===== src/rtl/systolic_ctrl.sv =====
`default_nettype none
// ============================================================================
// Module   : systolic_ctrl
// Purpose  : Job sequencer for a weight-stationary dim_p x dim_p systolic
//            array. One job per start handshake, run as four phases:
//            weight load, skewed activation streaming, result drain, done.
// Ports    : clk_i          - clock
//            reset_i        - asynchronous active-high reset
//            start_i/len_i  - job request and activation-vector count
//            ready_o        - idle, able to accept a job
//            busy_o         - job in progress
//            weight_load_o  - weight load enable
//            weight_row_o   - row of the weight being loaded
//            act_valid_o    - per-row activation valid (skewed)
//            stream_t_o     - stream cycle counter (row r index = t - r)
//            drain_o        - result drain / capture enable
//            done_o         - single-cycle completion pulse
// Revision : 1.0 - initial release
// ============================================================================
module systolic_ctrl #(
    parameter int dim_p       = 4,
    parameter int len_width_p = 8
) (
    input  logic                     clk_i,
    input  logic                     reset_i,
    input  logic                     start_i,
    input  logic [len_width_p-1:0]   len_i,
    output logic                     ready_o,
    output logic                     busy_o,
    output logic                     weight_load_o,
    output logic [$clog2(dim_p)-1:0] weight_row_o,
    output logic [dim_p-1:0]         act_valid_o,
    output logic [len_width_p:0]     stream_t_o,
    output logic                     drain_o,
    output logic                     done_o
);

    localparam int CW = $clog2(dim_p);
    localparam int TW = len_width_p + 1;

    typedef enum logic [2:0] {
        ST_IDLE   = 3'd0,
        ST_LOAD   = 3'd1,
        ST_STREAM = 3'd2,
        ST_DRAIN  = 3'd3,
        ST_DONE   = 3'd4
    } state_t;

    state_t                 state_q, state_d;
    logic [len_width_p-1:0] len_q,   len_d;
    logic [CW-1:0]          cnt_q,   cnt_d;   // shared by LOAD and DRAIN
    logic [TW-1:0]          t_q,     t_d;

    // Last stream cycle is t = len + dim_p - 2; TW bits hold it without wrap.
    logic [TW-1:0]          w_t_last;
    assign w_t_last = {1'b0, len_q} + TW'(dim_p - 2);

    always_ff @(posedge clk_i or posedge reset_i) begin
        if (reset_i) begin
            state_q <= ST_IDLE;
            len_q   <= '0;
            cnt_q   <= '0;
            t_q     <= '0;
        end else begin
            state_q <= state_d;
            len_q   <= len_d;
            cnt_q   <= cnt_d;
            t_q     <= t_d;
        end
    end

    always_comb begin
        state_d = state_q;
        len_d   = len_q;
        cnt_d   = cnt_q;
        t_d     = t_q;
        case (state_q)
            ST_IDLE: begin
                if (start_i) begin
                    len_d   = len_i;
                    cnt_d   = '0;
                    t_d     = '0;
                    state_d = ST_LOAD;
                end
            end
            ST_LOAD: begin
                if (cnt_q == CW'(dim_p - 1)) begin
                    cnt_d   = '0;
                    // An empty job has nothing to stream or drain.
                    state_d = (len_q == '0) ? ST_DONE : ST_STREAM;
                end else begin
                    cnt_d = cnt_q + CW'(1);
                end
            end
            ST_STREAM: begin
                if (t_q == w_t_last) begin
                    t_d     = '0;
                    state_d = ST_DRAIN;
                end else begin
                    t_d = t_q + TW'(1);
                end
            end
            ST_DRAIN: begin
                if (cnt_q == CW'(dim_p - 1)) begin
                    cnt_d   = '0;
                    state_d = ST_DONE;
                end else begin
                    cnt_d = cnt_q + CW'(1);
                end
            end
            ST_DONE: begin
                state_d = ST_IDLE;
            end
            default: begin
                state_d = ST_IDLE;
            end
        endcase
    end

    // Outputs are decoded from registered state only.
    assign ready_o       = (state_q == ST_IDLE);
    assign busy_o        = (state_q != ST_IDLE);
    assign weight_load_o = (state_q == ST_LOAD);
    assign weight_row_o  = (state_q == ST_LOAD)   ? cnt_q : '0;
    assign stream_t_o    = (state_q == ST_STREAM) ? t_q   : '0;
    assign drain_o       = (state_q == ST_DRAIN);
    assign done_o        = (state_q == ST_DONE);

    // Row r is valid for t in [r, r + len). One extra bit of width keeps
    // r + len from wrapping at the maximum job length.
    logic [TW:0] w_t_ext;
    assign w_t_ext = {1'b0, t_q};

    for (genvar r = 0; r < dim_p; r++) begin : g_row
        logic [TW:0] w_end;
        assign w_end = (TW + 1)'(r) + {2'b00, len_q};
        if (r == 0) begin : g_first
            assign act_valid_o[r] = (state_q == ST_STREAM) && (w_t_ext < w_end);
        end else begin : g_rest
            assign act_valid_o[r] = (state_q == ST_STREAM) &&
                                    (w_t_ext >= (TW + 1)'(r)) &&
                                    (w_t_ext < w_end);
        end
    end

endmodule
`default_nettype wire

===== config.mk =====
export PLATFORM = sky130hd
export DESIGN_NAME = systolic_ctrl
export DESIGN_NICKNAME = d
export VERILOG_FILES = /design/src/rtl/systolic_ctrl.sv
export SDC_FILE = /design/constraint.sdc
export NUM_CORES = 1
export LEC_CHECK = 0
export CORE_UTILIZATION = 55
export DETAILED_ROUTE_END_ITERATION = 10
export PLACE_DENSITY_LB_ADDON = 0.15
export SETUP_SLACK_MARGIN = 0.4
export SYNTH_ARGS = -nofsm -noshare
export SYNTH_HDL_FRONTEND = slang
export SYNTH_SLANG_ARGS = --single-unit

===== constraint.sdc =====
create_clock -name clk_i -period 6.4 [get_ports clk_i]
set_input_delay 1.28 -clock clk_i [delete_from_list [all_inputs] [get_ports clk_i]]
set_output_delay 1.28 -clock clk_i [all_outputs]
set_load 0.03 [all_outputs]

==> results of run 1 <==
## routing by layer
metal / wire (µm) / GRT usage [%]
met5: 0 / 0
met4: 110 / 9.04
met1: 2530 / 37.0
met2: 2290 / 39.4
met3: 292 / 3.28
## kinds of logic after synthesis
| family | share of synthesized area [%] |
|---|---|
| compound gates | 16.2 |
| flops | 24.1 |
| simple gates | 21.3 |
| buf+inv | 4.99 |
| xor+xnor | 6.92 |
| mux | 3.95 |
| fa+ha+maj | 22.5 |
## area by class of cell
type	instances	area [µm²]
Fill cell	335	1320
Inverter	22	82.6
Multi-Input combinational cell	207	1620
Clock inverter	1	30.0
Sequential cell	22	551
Tap cell	50	62.6
Clock buffer	3	41.3
Timing Repair Buffer	30	300
## worst min path at each step
| stage | start | endpoint | slack, ps | depth (start not counted) |
|---|---|---|---|---|
| 2_1_floorplan | cnt_q[0] | cnt_q[0] | 480 | 1 |
| 3_3_place_gp | cnt_q[0] | cnt_q[0] | 510 | 1 |
| 3_5_place_dp | cnt_q[0] | cnt_q[0] | 520 | 1 |
| 4_1_cts | cnt_q[0] | cnt_q[0] | 540 | 1 |
| 5_1_grt | cnt_q[0] | cnt_q[0] | 560 | 1 |
| 6_report | cnt_q[1] | cnt_q[1] | 530 | 2 |
## Yosys cell counts, types with 5 or more instances
| library cell | instances | area, µm² |
|---|---|---|
| a21oi_1 | 12 | 60.1 |
| clkbuf_1 | 5 | 18.8 |
| inv_1 | 21 | 78.8 |
| nor2_1 | 15 | 56.3 |
| o21ai_0 | 7 | 35.0 |
| ha_1 | 41 | 513 |
| mux2_1 | 7 | 78.8 |
| nor3_1 | 8 | 40.0 |
| nand4_1 | 5 | 31.3 |
| xnor2_1 | 16 | 140 |
| nand2_1 | 16 | 60.1 |
| nand3_1 | 12 | 60.1 |
| or3_1 | 5 | 31.3 |
| and2_2 | 5 | 37.5 |
| dfrtp_1 | 22 | 551 |
| a211oi_1 | 5 | 37.5 |
## power by group through the flow
stage               logic, mW  registers, mW  clock network (mW)
floorplan               0.600          0.246                   0
finish                  0.744          0.309               0.133
detailed placement      0.739          0.309                   0
CTS                     0.745          0.307               0.135
global placement        0.726          0.306                   0
global route            0.838          0.320               0.139
## worst min-delay path, stage by stage, from the launching register on
cell,delay [ps]
dfrtp_1,370
nand3_1,60
o21ai_0,70
## stage by stage
| stage | instances | power, mW | utilization, % | hold slack, ps | setup slack (ps) |
|---|---|---|---|---|---|
| after global placement | 331 | 1.03 | 65.3 | 510 | 2140 |
| final | 335 | 1.19 | 67.1 | 534 | 1750 |
| after detailed placement | 331 | 1.05 | 65.3 | 520 | 2080 |
| after global routing | 335 | 1.30 | 67.1 | 558 | 1540 |
| after floorplan | 258 | 0.845 | - | 475 | 2520 |
| after CTS | 335 | 1.19 | 67.1 | 536 | 1760 |
## sequential cells by signal (all words and copies together) (netlist names)
register	flops
cnt_q	2
t_q	9
state_q	3
len_q	8
==> out/qor.yml, run 1 <==
io_pins: 31
period_share_pct: 72.7
seqPwrFrac_pct: 26.1
diodes: 0
cts_sinks: 22
cp_slowest_cell: "clkdlybuf4s50_1"
timing.fmax_mhz: 215
vdd_drop_max_mv: 0.299
skew_ps: 10.9
relSlewSlack_pct: 44.5
clockPowerShare_pct: 11.2
grt_pass1_wl_um: 8520
yosysWarnings: 0
worstSetupPathType: "reg -> out"
clock_tree.buffer_depth: 2
period_minus_slack_ps: 4650
stdcell_area_um2: 2680
crit_start: "len_q[0]"
overflow: 0
firstDrtPassIters: 4
port_buffers: 30
crit_fanout: 8
fp.coreArea_um2: 4000
drt_iter0_drc: 140
post-cts-setup-buffer-count: 0
outcome: "finished clean"
grt_start_max_net_pins: 23
synth_nets: 310
dp_hpwl_um: 4060
grt_pass1_vias: 1771
finalMaxSlewViolations: 0
rsz0062_at_grt: "false"
arrival_ps: 3370
cts_resized: 0
syn_area_um2: 2280
reg2reg_from: "len_q[2]"
swShare_pct: 49.7
fin_tns_setup_ps: 0
worst_slew_pin_slew_ps: 832
track_usage_pct: 25.8
cp-start-kind: "flip-flop"
cts_max_level: 1
p_leak_nw: 1.20
mostFrequentLayoutCells: "ha_1 (41), clkdlybuf4s50_1 (30), dfrtp_1 (22)"
cap_violations: 0
cp-end-kind: "output port"
synth_seq_cells: 22
die_w_um: 66.4
internal_power_uw: 596
path_depth: 10
power.density_nw_per_um2: 442
cts.reportedPaths.clkPinSlew_ps: 80
cpPeakStageDelay_ps: 720
required_ps: 5120
critPathBufInv: 2
synthCells: 258
initial_utilization_pct: 57.0
worstRegToRegCells: 8
crit_family: "buffers and inverters"
hold_buffers: 0
yosysUniqueCellTypes: 49
p_comb_share_pct: 62.7
hold_class: "reg -> reg"
reg2reg_slack_ps: 3780
vias: 1948
finalSetupViolations: 0
die-area_um2: 4410
antenna_found_initial: 0
synth_edf_count: 0
hold_violations: 0
row_count: 23
gp_congestion: 0.934
clk-insertion-delay-late_ps: 270
route.detailed.drc: 0
crit_end: "act_valid_o[3]"
wirelength_um: 5220
drtAntennaViolNets: 0
drive_gt1_share_pct: 7.37
r2r-end: "t_q[4]"
ys_async_sr_fraction_pct: 100
die_y_um: 66.4
cts-buffers-inserted: 3
wire_per_inst_um: 15.6
yosysSeqAreaShare_pct: 24.1
avgSynthCellArea_um2: 8.84
syn_to_final_growth_pct: 17.7
via_per_inst: 5.81
final_common_cell: "ha_1"
cts_tree: "yes"
path_cells: "inv_1 -> ha_1 -> nor3_1 -> xnor2_1 -> ha_1 -> a21o_1 -> a21o_1 -> a211o_1 -> nor3_1 -> clkdlybuf4s50_1"
placed_cell_area_um2: 2610
ys.flop_type: "dfrtp_1"
fin_nets: 338
p_switching_uw: 590
cts_root_buf: "clkbuf_8"
(Power assumes the default switching activity.)
==> run 2, diff against run 1 <==
Settings changed: CORE_UTILIZATION 55 to 50.
Clock period 6.4 ns to 3.9 ns, I/O delays scaled along.
==> out/qor.yml, run 2 (synthesis gave the netlist of run 1 again) <==
arrival_ps: 2670
finalSetupViolations: 0
outcome: "finished clean"
timing.fmax_mhz: 290
relSlewSlack_pct: 44.2
cts_sinks: 22
grt_pass1_wl_um: 9070
largest_reg_flops: 9
crit_fanout: 6
cap_violations: 0
fillCellCount: 374
grt_pass1_vias: 1879
clock_tree.buffer_depth: 2
worstSetupPathType: "reg -> out"
drtAntennaViolNets: 0
firstDrtPassIters: 4
clk-insertion-delay-late_ps: 260
track_usage_pct: 23.6
die_y_um: 69.5
cts_tree: "yes"
cts.reportedPaths.clkPinSlew_ps: 80
final_common_cell: "ha_1"
fin_nets: 346
port_buffers: 30
route.detailed.drc: 0
overflow: 0
initial_utilization_pct: 52.4
hold_buffers: 0
cts_root_buf: "clkbuf_8"
drt_iter0_drc: 96
drive_gt1_share_pct: 15.0
cp-start-kind: "flip-flop"
syn_to_final_growth_pct: 22.8
die_w_um: 69.5
via_per_inst: 5.77
worst_slew_pin_slew_ps: 835
wire_per_inst_um: 15.9
skew_ps: 2.19
antenna_found_initial: 0
required_ps: 3120
hold_class: "reg -> reg"
cts-buffers-inserted: 3
period_minus_slack_ps: 3450
diodes: 0
grt_start_max_net_pins: 23
mostFrequentLayoutCells: "ha_1 (38), clkdlybuf4s50_1 (27), inv_1 (21)"
largest_register: "t_q"
row_count: 24
io_pins: 31
fp.coreArea_um2: 4350
rsz0062_at_grt: "true"
fin_tns_setup_ps: 0
die-area_um2: 4830
finalMaxSlewViolations: 0
cts_max_level: 1
power.density_nw_per_um2: 740
dp_hpwl_um: 4220
gp_congestion: 1.05
p_leak_nw: 1.25
cp-end-kind: "output port"
period_share_pct: 88.5
vias: 1990
hold_violations: 0
p_total_mw: 2.07
top_regs: "t_q: 9 flops, len_q: 8 flops, state_q: 3 flops"
wirelength_um: 5470
vdd_drop_max_mv: 0.470
[run 2: cell types whose count changed in the layout (fill, tap and decap cells not counted), moves of 2 or more]
cell,delta
dfrtp_1,-3
ha_1,-3
nor3_2,+2
buf_4,+9
ha_2,+2
nor3_1,-2
clkdlybuf4s50_1,-3
dfrtp_2,+3
[run 2: timing repair]
| item | 4_1_cts | 5_1_grt |
|---|---|---|
| gates resized for setup | 23 | 13 |
| setup endpoints to repair | 3 | 3 |
| buffers inserted | 0 | 3 |
| pin swaps | 0 | 4 |
[run 2: routing by layer]
layer	track usage, %	up-vias	part of all wire (%)
met2	38.8	49	48
li1	-	1003	-
met3	4.07	8	4.3
met5	0	-	0
met4	4.76	0	1.4
met1	32.4	930	47
[run 2: worst max-delay path, cell delays in order (launching register included)]
cell and delay, ps:
dfrtp_2 470, inv_1 190, ha_2 210, a21oi_2 80, nor3_1 220, xnor2_1 160, ha_1 270, a21o_1 160
a211o_1 260, nor3_2 190, buf_4 190
[run 2: metrics by stage]
| step | utilization [%] | cell area (µm²) | hold WS, ps | cells | setup WS [ps] |
|---|---|---|---|---|---|
| global route | 64.3 | 2800 | 577 | 345 | 324 |
| global placement | 60.9 | 2650 | 512 | 338 | 211 |
| floorplan | - | 2280 | 475 | 258 | 519 |
| detailed placement | 60.9 | 2650 | 523 | 338 | 126 |
| finish | 64.3 | 2800 | 539 | 345 | 448 |
| CTS | 62.8 | 2740 | 540 | 342 | 417 |
[run 2: layout make-up]
cell class | instances | area [µm²] | area share, %
multi-input cells | 207 | 1670 | 59.6
well taps | 52 | 65.1 | 2.32
flip-flops and latches | 22 | 554 | 19.8
inverters | 22 | 82.6 | 2.95
clock buffers | 3 | 41.3 | 1.48
clock inverters | 1 | 30.0 | 1.07
repair buffers | 38 | 357 | 12.7
[run 2: worst paths after layout]
kind	startpoint	endpoint	slack (ps)	cells after the start
hold reg to reg	cnt_q[0]	cnt_q[0]	540	1
setup reg to reg	len_q[1]	t_q[4]	1390	7
max in group asynchronous	reset_i	len_q[0]	2360	2
min in group asynchronous	reset_i	len_q[4]	980	2
setup / recovery	len_q[1]	act_valid_o[3]	450	10
hold / removal	cnt_q[0]	cnt_q[0]	540	1
[run 2: power breakdown]
part	internal, mW	switching [mW]
Sequential	0.311	0.179
Clock	0.137	0.0754
Combinational	0.599	0.769
Total	1.05	1.02
==> run 3, diff against run 2 <==
Settings changed: PLACE_DENSITY_LB_ADDON 0.15 to 0.05.
==> out/qor.yml, run 3 (synthesis gave the netlist of run 1 again) <==
p_total_mw: 2.10
register_area_um2: 556
finalSetupViolations: 0
skew_ps: 14.1
grt_start_max_net_pins: 23
cts-buffers-inserted: 3
cap_violations: 0
fin_nets: 350
fp.coreArea_um2: 4350
cts_root_buf: "clkbuf_8"
worstSetupPathType: "reg -> out"
die_w_um: 69.5
timing.fmax_mhz: 291
rsz0062_at_grt: "true"
top_regs: "t_q: 9 flops, len_q: 8 flops, state_q: 3 flops"
vias: 2035
via_per_inst: 5.83
port_buffers: 30
hold_buffers: 0
cp-end-kind: "output port"
overflow: 0
arrival_ps: 2650
p_comb_share_pct: 66.6
mostFrequentLayoutCells: "ha_1 (39), clkdlybuf4s50_1 (27), inv_1 (21)"
grt_pass1_vias: 1947
cts.reportedPaths.clkPinSlew_ps: 70
fin_tns_setup_ps: 0
drtAntennaViolNets: 0
seqPwrFrac_pct: 23.1
drive_gt1_share_pct: 15.5
grt_pass1_wl_um: 9330
drt_iter0_drc: 164
finalMaxSlewViolations: 0
hold_class: "reg -> reg"
route.detailed.drc: 0
final_common_cell: "ha_1"
syn_to_final_growth_pct: 23.4
fillCellCount: 373
clock_tree.buffer_depth: 2
swShare_pct: 49.2
fin_util_pct: 64.6
required_ps: 3120
die_y_um: 69.5
dp_hpwl_um: 4350
period_minus_slack_ps: 3430
antenna_found_initial: 0
initial_utilization_pct: 52.4
outcome: "finished clean"
io_pins: 31
cts_tree: "yes"
largest_reg_flops: 9
largest_register: "t_q"
power.density_nw_per_um2: 745
cp-start-kind: "flip-flop"
relSlewSlack_pct: 44.7
clk-insertion-delay-late_ps: 270
diodes: 0
die-area_um2: 4830
vdd_drop_max_mv: 0.420
hold_violations: 0
cts_max_level: 1
wire_per_inst_um: 16.2
post-place-ws_ps: 92.8
cts_sinks: 22
clockPowerShare_pct: 10.4
crit_fanout: 7
p_leak_nw: 1.27
multi_input_area_um2: 1660
p_switching_mw: 1.03
worst_slew_pin_slew_ps: 828
internal_power_mw: 1.07
finalWorstSetupSlack_ps: 468
row_count: 24
gp_congestion: 0.938
wirelength_um: 5670
firstDrtPassIters: 4
track_usage_pct: 24.4
period_share_pct: 88.0
==> run 3: area by class of cell <==
type,instances,area share [%]
sequential,22,19.7
timing repair buffer,42,13.6
tap,52,2.31
clock inverter,1,1.07
multi-input combinational,207,58.9
clock buffer,3,1.47
inverter,22,2.93
==> run 3: power by group through the flow <==
stage          registers, mW  logic (mW)  clock network, mW
5_1_grt                0.498        1.56              0.231
4_1_cts                0.480        1.31              0.220
3_5_place_dp           0.481        1.30                  0
6_report               0.483        1.40              0.218
2_1_floorplan          0.403       0.984                  0
3_3_place_gp           0.478        1.27                  0
==> run 3: what timing repair did <==
| action | CTS | global route |
|---|---|---|
| endpoints found under the hold margin | 0 | 0 |
| gates cloned | 0 | 0 |
| buffers inserted | 0 | 7 |
| pin swaps | 0 | 1 |
| gates resized for setup | 19 | 16 |
| endpoints found under the setup margin | 3 | 3 |
==> run 3: worst max-delay path, cell delays in order, from the launching register on <==
cell and delay (ps):
dfrtp_2 440, ha_4 190, nand3_1 150, nor2_2 170, nand2_1 80, xnor2_1 170, ha_1 270, a21oi_1 170
o22ai_1 100, or3_1 300, nor3_1 150, buf_4 190
==> run 3: worst paths after layout <==
path                            startpoint        endpoint  slack [ps]  depth (start not counted)
worst min register to register    cnt_q[0]        cnt_q[0]         530                          1
max in group asynchronous          reset_i        len_q[0]        2360                          2
worst min-delay path              cnt_q[0]        cnt_q[0]         530                          1
worst max-delay path              len_q[1]  act_valid_o[1]         470                         11
worst max register to register    len_q[1]          t_q[4]        1480                          7
min in group asynchronous          reset_i      state_q[0]         960                          2
==> run 3: per-layer routing <==
layer  share of wire [%]  track usage, %  up-vias
li1                    -               -     1009
met1                  45            34.1      942
met2                  47            40.5       77
met3                 6.8            3.05        7
met4                 1.4            5.22        0
met5                   0               0        -
==> run 3: metrics by stage <==
step | hold slack (ps) | instances | cell area (µm²)
after global routing | 551 | 349 | 2810
after CTS | 527 | 342 | 2730
after global placement | 510 | 338 | 2650
after detailed placement | 515 | 338 | 2650
after floorplan | 475 | 258 | 2280
final | 530 | 349 | 2810
